$ cat src/rtl/inst_prefetch_unit.sv
// Instruction prefetch unit: credit-based request issue, in-order response buffer,
// valid/ready fetch port to the core and redirect flush with stale-response discard.
module inst_prefetch_unit #(
    parameter int          DEPTH    = 4,
    parameter logic [31:0] RESET_PC = 32'h0000_0000
) (
    input  logic        clk,
    input  logic        rst,
    output logic [31:0] PC,
    output logic        Inst_Req_Valid,
    input  logic        Inst_Req_Ready,
    input  logic [31:0] Instruction,
    input  logic        Inst_Valid,
    output logic        Inst_Ready,
    output logic        fetch_valid,
    input  logic        fetch_ready,
    output logic [31:0] fetch_inst,
    output logic [31:0] fetch_pc,
    input  logic        redirect_valid,
    input  logic [31:0] redirect_pc,
    output logic [31:0] perf_req_cnt,
    output logic [31:0] perf_discard_cnt,
    output logic [31:0] perf_starve_cnt
);

    localparam int              PW      = $clog2(DEPTH);
    localparam int              CW      = PW + 1;
    localparam logic [CW:0]     DEPTH_L = (CW+1)'(DEPTH);
    localparam logic [CW-1:0]   ZERO_C  = {CW{1'b0}};
    localparam logic [CW-1:0]   ONE_C   = CW'(1'b1);
    localparam logic [PW-1:0]   ZERO_P  = {PW{1'b0}};
    localparam logic [PW-1:0]   ONE_P   = PW'(1'b1);

    logic [31:0]   req_pc_q, req_pc_d;
    logic [31:0]   resp_pc_q, resp_pc_d;
    logic [CW-1:0] outstanding_q, outstanding_d;
    logic [CW-1:0] discard_q, discard_d;
    logic [CW-1:0] count_q, count_d;
    logic [PW-1:0] rd_ptr_q, rd_ptr_d;
    logic [PW-1:0] wr_ptr_q, wr_ptr_d;
    logic [31:0]   mem_inst_q [DEPTH];
    logic [31:0]   mem_pc_q   [DEPTH];
    logic [31:0]   fetch_inst_q, fetch_inst_d;
    logic [31:0]   fetch_pc_q, fetch_pc_d;
    logic          inst_ready_q;
    logic [31:0]   perf_req_q, perf_req_d;
    logic [31:0]   perf_disc_q, perf_disc_d;
    logic [31:0]   perf_starve_q, perf_starve_d;

    logic          credit_s;
    logic          req_acc_s;
    logic          resp_acc_s;
    logic          drop_s;
    logic          push_s;
    logic          pop_s;
    logic [31:0]   target_s;

    // Space is reserved at request time, so buffered plus in-flight never exceeds DEPTH.
    assign credit_s       = ({1'b0, count_q} + {1'b0, outstanding_q}) < DEPTH_L;
    assign Inst_Req_Valid = rst & credit_s & ~redirect_valid;
    assign fetch_valid    = (count_q != ZERO_C) & ~redirect_valid;
    assign req_acc_s      = Inst_Req_Valid & Inst_Req_Ready;
    // Responses with nothing in flight (e.g. straddling a reset) are not tracked.
    assign resp_acc_s     = Inst_Valid & inst_ready_q & (outstanding_q != ZERO_C);
    assign drop_s         = resp_acc_s & (redirect_valid | (discard_q != ZERO_C));
    assign push_s         = resp_acc_s & ~drop_s;
    assign pop_s          = fetch_valid & fetch_ready;
    assign target_s       = {redirect_pc[31:2], 2'b00};

    assign PC               = req_pc_q;
    assign Inst_Ready       = inst_ready_q;
    assign fetch_inst       = fetch_inst_q;
    assign fetch_pc         = fetch_pc_q;
    assign perf_req_cnt     = perf_req_q;
    assign perf_discard_cnt = perf_disc_q;
    assign perf_starve_cnt  = perf_starve_q;

    // Next-state for PCs, credit/discard tracking, FIFO pointers and counters.
    always_comb begin
        req_pc_d      = req_pc_q;
        resp_pc_d     = resp_pc_q;
        discard_d     = discard_q;
        count_d       = count_q;
        rd_ptr_d      = rd_ptr_q;
        wr_ptr_d      = wr_ptr_q;
        outstanding_d = outstanding_q + (req_acc_s ? ONE_C : ZERO_C)
                                      - (resp_acc_s ? ONE_C : ZERO_C);
        perf_req_d    = perf_req_q + {31'd0, req_acc_s};
        perf_disc_d   = perf_disc_q + {31'd0, drop_s};
        perf_starve_d = perf_starve_q + {31'd0, (fetch_ready & ~fetch_valid)};
        if (redirect_valid) begin
            count_d   = ZERO_C;
            rd_ptr_d  = ZERO_P;
            wr_ptr_d  = ZERO_P;
            req_pc_d  = target_s;
            resp_pc_d = target_s;
            discard_d = outstanding_q - (resp_acc_s ? ONE_C : ZERO_C);
        end else begin
            if (req_acc_s) begin
                req_pc_d = req_pc_q + 32'd4;
            end else begin
                req_pc_d = req_pc_q;
            end
            if (drop_s) begin
                discard_d = discard_q - ONE_C;
            end else begin
                discard_d = discard_q;
            end
            if (push_s) begin
                wr_ptr_d  = wr_ptr_q + ONE_P;
                resp_pc_d = resp_pc_q + 32'd4;
            end else begin
                wr_ptr_d  = wr_ptr_q;
                resp_pc_d = resp_pc_q;
            end
            if (pop_s) begin
                rd_ptr_d = rd_ptr_q + ONE_P;
            end else begin
                rd_ptr_d = rd_ptr_q;
            end
            count_d = count_q + (push_s ? ONE_C : ZERO_C) - (pop_s ? ONE_C : ZERO_C);
        end
    end

    // Registered head view: new data when it lands in an otherwise empty buffer.
    always_comb begin
        fetch_inst_d = 32'd0;
        fetch_pc_d   = 32'd0;
        if (count_d == ZERO_C) begin
            fetch_inst_d = 32'd0;
            fetch_pc_d   = 32'd0;
        end else if (push_s && (count_q == (pop_s ? ONE_C : ZERO_C))) begin
            fetch_inst_d = Instruction;
            fetch_pc_d   = resp_pc_q;
        end else begin
            fetch_inst_d = mem_inst_q[rd_ptr_d];
            fetch_pc_d   = mem_pc_q[rd_ptr_d];
        end
    end

    // State registers and FIFO storage.
    always_ff @(posedge clk or negedge rst) begin
        if (!rst) begin
            req_pc_q      <= RESET_PC;
            resp_pc_q     <= RESET_PC;
            outstanding_q <= ZERO_C;
            discard_q     <= ZERO_C;
            count_q       <= ZERO_C;
            rd_ptr_q      <= ZERO_P;
            wr_ptr_q      <= ZERO_P;
            fetch_inst_q  <= 32'd0;
            fetch_pc_q    <= 32'd0;
            inst_ready_q  <= 1'b0;
            perf_req_q    <= 32'd0;
            perf_disc_q   <= 32'd0;
            perf_starve_q <= 32'd0;
            for (int i = 0; i < DEPTH; i++) begin
                mem_inst_q[i] <= 32'd0;
                mem_pc_q[i]   <= 32'd0;
            end
        end else begin
            req_pc_q      <= req_pc_d;
            resp_pc_q     <= resp_pc_d;
            outstanding_q <= outstanding_d;
            discard_q     <= discard_d;
            count_q       <= count_d;
            rd_ptr_q      <= rd_ptr_d;
            wr_ptr_q      <= wr_ptr_d;
            fetch_inst_q  <= fetch_inst_d;
            fetch_pc_q    <= fetch_pc_d;
            inst_ready_q  <= 1'b1;
            perf_req_q    <= perf_req_d;
            perf_disc_q   <= perf_disc_d;
            perf_starve_q <= perf_starve_d;
            if (push_s) begin
                mem_inst_q[wr_ptr_q] <= Instruction;
                mem_pc_q[wr_ptr_q]   <= resp_pc_q;
            end
        end
    end

endmodule

$ cat config.mk
export PLATFORM = sky130hd
export DESIGN_NAME = inst_prefetch_unit
export DESIGN_NICKNAME = d
export VERILOG_FILES = /design/src/rtl/inst_prefetch_unit.sv
export SDC_FILE = /design/constraint.sdc
export NUM_CORES = 1
export LEC_CHECK = 0
export CORE_UTILIZATION = 49
export DETAILED_ROUTE_END_ITERATION = 16
export GPL_TIMING_DRIVEN = 0
export PLACE_DENSITY_LB_ADDON = 0.15
export SETUP_SLACK_MARGIN = 0.5
export SLEW_MARGIN = 20
export SYNTH_ARGS = -nofsm -noshare
export SYNTH_HDL_FRONTEND = slang
export SYNTH_SLANG_ARGS = --single-unit
$ cat constraint.sdc
create_clock -name clk -period 3.3 [get_ports clk]
set_input_delay 0.825 -clock clk [delete_from_list [all_inputs] [get_ports clk]]
set_output_delay 0.825 -clock clk [all_outputs]
set_load 0.03 [all_outputs]
==> results.md <==
- Status: finished, violations left
- Failing checks: setup timing
- Nets: 2438
- Clock power share: 0.297
- Synthesized area per cell: 11.2 um2
- Final setup fails: 61
- Core area: about 44000 um2
- Fin Setup TNS: -13610 ps
- Final WL: 61300 um
- FILL cells: 3395
- Synth top area cells: dfrtp_1, mux2_2, nand2_1
- H-tree depth: 2
- Setup Skew: 28.2 ps
- Cell taking the most area after synthesis: dfrtp_1
- Seq/Total Area, Yosys: 0.545
- Initial antenna violation count: 2
- I/O pins: 265
- Post-synth EDFFs: 0
- Die ar.: 45900 um2
- Post-synth top area share: 0.545
- Final Hold Viols: 0
- PwrDens: 696 nW/um2
- Clk Tree Root Cell: clkbuf_16
- Crit-path leading delay family: buffers and inverters
- Synth Register Bits: 481
- TritonCTS Buffers: 52
- Standby leakage power: around 13 nW
- GRT overflow: 0
- Critical Path Source Type: register
- Comb pwr share: 0.330
- Max VDD drop: just over 0.0006 V
- Most common library cells after synthesis: dfrtp_1, mux2_2, nand2_1
- Total of max-cap violations: 0
- Sequential power share: 0.373
- Slew margin rel.: 0.317
- Row count: 77
- Critical Path Fanout Max: 5
- Die H: 214 um
- WL/cell: 20.6 um
- Power Total: 0.0202 W
- Routability congestion estimate from global placement: a little under 0.9
- Worst skew pair latency: 600 ps
- Area Growth Syn to Fin: 31.6%
- Area of the multi-input gates: 9700 um2
- Place WS: -1290 ps
- First-pass DRT Iterations: 5
- Vias in the first global route: 17128
- Most numerous cell in the Yosys netlist: dfrtp_1
- Sw Share: 0.330
- Layout cells sized above 1: 0.239
- Avg Vias per Cell: 5.67
- Required time of the critical path: approximately 3800 ps
- WP buf/inv: 8
- Setup WS post-layout: -285 ps
- Total vias in the final route: 16905
- Initial Util: 0.498
- Largest net degree at the start of global routing: 95
- Internal: around 0.014 W
- Fin crit share: 1.09
- Total track usage: 0.267
- Post-synth cell types: 72
- RSZ-0062 raised after global routing: true
- First-pass GRT wire length: 96900 um
- # DRC: 0
- Slowest stage cell on the critical path: dfrtp_1
- Num Clock Sinks: 481
- DP HPWL: 40600 um
- Reg area: 12000 um2
- Hold/Removal Path Class: in2async
- Synth Cell Area: 22100 um2
- Clock Tree Buf Depth: 3
- Min Tclk post-route: 3580 ps
- Ys Warns: 0
- Ys async rst share: 1.00
- Starting DRT DRC Count: 1063
- Synthesized instance count: 1962
- Critical path cell sequence: inv_2 -> ha_4 -> or3b_4 -> nor2_4 -> inv_4 -> clkbuf_16 -> ha_4 -> inv_2 -> ha_4 -> inv_2 -> fa_2 -> xnor3_2 -> a31oi_4 -> nand2b_1 -> buf_6 -> buf_12 -> clkbuf_16 -> a211o_1 -> o21ai_2
- FMAX: ~280 MHz
- Arrival @ worst endpoint: 4080 ps
- CTS clk-pin slew, worst paths: 60 ps
- Sw Pwr: 0.00666 W
- Critical path class: reg2reg
- Synth Flop Type: dfrtp_1
- Worst Setup End Kind: register
- I/O Buffers: 259
- Worst path max stage delay: roughly 390 ps
- Max-slew violations: 0
- DIE WIDTH: 214 um
- Fin util: 0.655
- CTS tree: done
- ANT nets after route: 0
- Least-Margin Pin Slew: ~1000 ps
## worst register-to-register path, delay by kind of cell (launching register included)
| kind | cells | cell delay (ps) |
|---|---|---|
| buffers and inverters | 8 | 840 |
| AOI/OAI and AO/OA | 3 | 590 |
| DFF | 1 | 390 |
| and+or+nand+nor | 3 | 650 |
| adders and majority gates | 4 | 770 |
| xor gates and xnor gates | 1 | 260 |
## power groups by stage
| stage | logic, W | registers, W | clock network [W] |
|---|---|---|---|
| final | 0.00667 | 0.00754 | 0.00600 |
| after floorplan | 0.00274 | 0.00833 | 0 |
| after detailed placement | 0.00573 | 0.00760 | 0 |
| after CTS | 0.00643 | 0.00752 | 0.00612 |
| after global placement | 0.00561 | 0.00759 | 0 |
| after global routing | 0.00713 | 0.00766 | 0.00634 |
## kinds of logic after synthesis
logic type,Yosys count,synth area share
AOI/OAI and AO/OA,286,0.0897
and+or+nand+nor,567,0.124
muxes,286,0.146
other,2,0.000340
adders and majority gates,24,0.0143
DFF,481,0.545
buffers and inverters,217,0.0396
xor gates and xnor gates,99,0.0403
## registers in the layout, summed over array words and instances (netlist names)
name	count
outstanding_q	3
PC	30
mem_inst_q	128
perf_req_cnt	32
perf_discard_cnt	32
Inst_Ready	1
wr_ptr_q	2
fetch_pc	31
resp_pc_q	30
mem_pc_q	120
fetch_inst	32
perf_starve_cnt	32
count_q	3
rd_ptr_q	2
discard_q	3
## cell usage in the layout, fill, tap and decap left out, types with 9 or more instances in the layout
cell | netlist | final
dfrtp_1 | 481 | 480
clkdlybuf4s50_1 | 0 | 255
mux2_2 | 235 | 235
nand2_1 | 176 | 172
nor2_1 | 106 | 97
inv_1 | 90 | 85
nor3_1 | 76 | 72
clkbuf_16 | 0 | 68
nand3_1 | 70 | 64
xnor2_1 | 64 | 62
clkbuf_1 | 74 | 62
a211o_1 | 60 | 60
o21ai_0 | 57 | 57
mux2_1 | 49 | 49
buf_4 | 3 | 45
nand4_1 | 40 | 40
o21ai_2 | 0 | 39
xor2_1 | 33 | 33
o311ai_0 | 30 | 30
buf_2 | 31 | 26
and3_1 | 23 | 22
o21ai_1 | 60 | 21
o211ai_1 | 21 | 21
clkbuf_8 | 0 | 14
buf_6 | 1 | 13
and4_1 | 14 | 13
a21oi_1 | 12 | 12
clkinv_2 | 0 | 12
or3_1 | 11 | 11
ha_1 | 22 | 10
buf_1 | 14 | 9
ha_4 | 0 | 9
buf_16 | 0 | 9
## area by class of cell
| class | instances | area share |
|---|---|---|
| Antenna cell | 1 | 0.0000862 |
| Buffer | 124 | 0.0310 |
| Clock buffer | 77 | 0.0529 |
| Clock inverter | 20 | 0.00810 |
| Inverter | 93 | 0.0124 |
| Multi-Input combinational cell | 1266 | 0.334 |
| Sequential cell | 481 | 0.415 |
| Tap cell | 592 | 0.0255 |
| Timing Repair Buffer | 326 | 0.121 |
## per-layer routing
metal,GRT usage,up-vias,part of all wire
li1,-,7710,-
met1,0.358,8608,0.44
met2,0.447,483,0.49
met3,0.0362,102,0.043
met4,0.0867,2,0.026
met5,0,-,0.00018
## final timing paths
kind / from / to / slack [ps] / cells after the start
setup / recovery: discard_q[1] / fetch_pc[12] / -280 / 19
hold / removal: rst / PC[26] / 50 / 1
setup reg to reg: discard_q[1] / fetch_pc[12] / -280 / 19
hold reg to reg: perf_discard_cnt[31] / perf_discard_cnt[31] / 470 / 1
max in group asynchronous: rst / mem_inst_q[1] / 1700 / 5
min in group clk: perf_discard_cnt[31] / perf_discard_cnt[31] / 470 / 1
## repair_timing
| item | in CTS | in global routing |
|---|---|---|
| resized for setup | 123 | 62 |
| endpoints found under the setup margin | 180 | 219 |
| setup buffers | 27 | 20 |
| hold buffers | 0 | 0 |
| cloned | 11 | 2 |
| pin swaps | 21 | 27 |
## per-stage QoR
stage / instance area (um2) / hold WS [ps] / cells
after floorplan: 22300 / 444 / 1964
after global placement: 25600 / 457 / 2815
after detailed placement: 25800 / 458 / 2822
after CTS: 28600 / 53.9 / 2957
after global routing: 29000 / 39.9 / 2980
final: 29000 / 51.9 / 2980
Note: power is estimated with default switching activity, not from simulation.
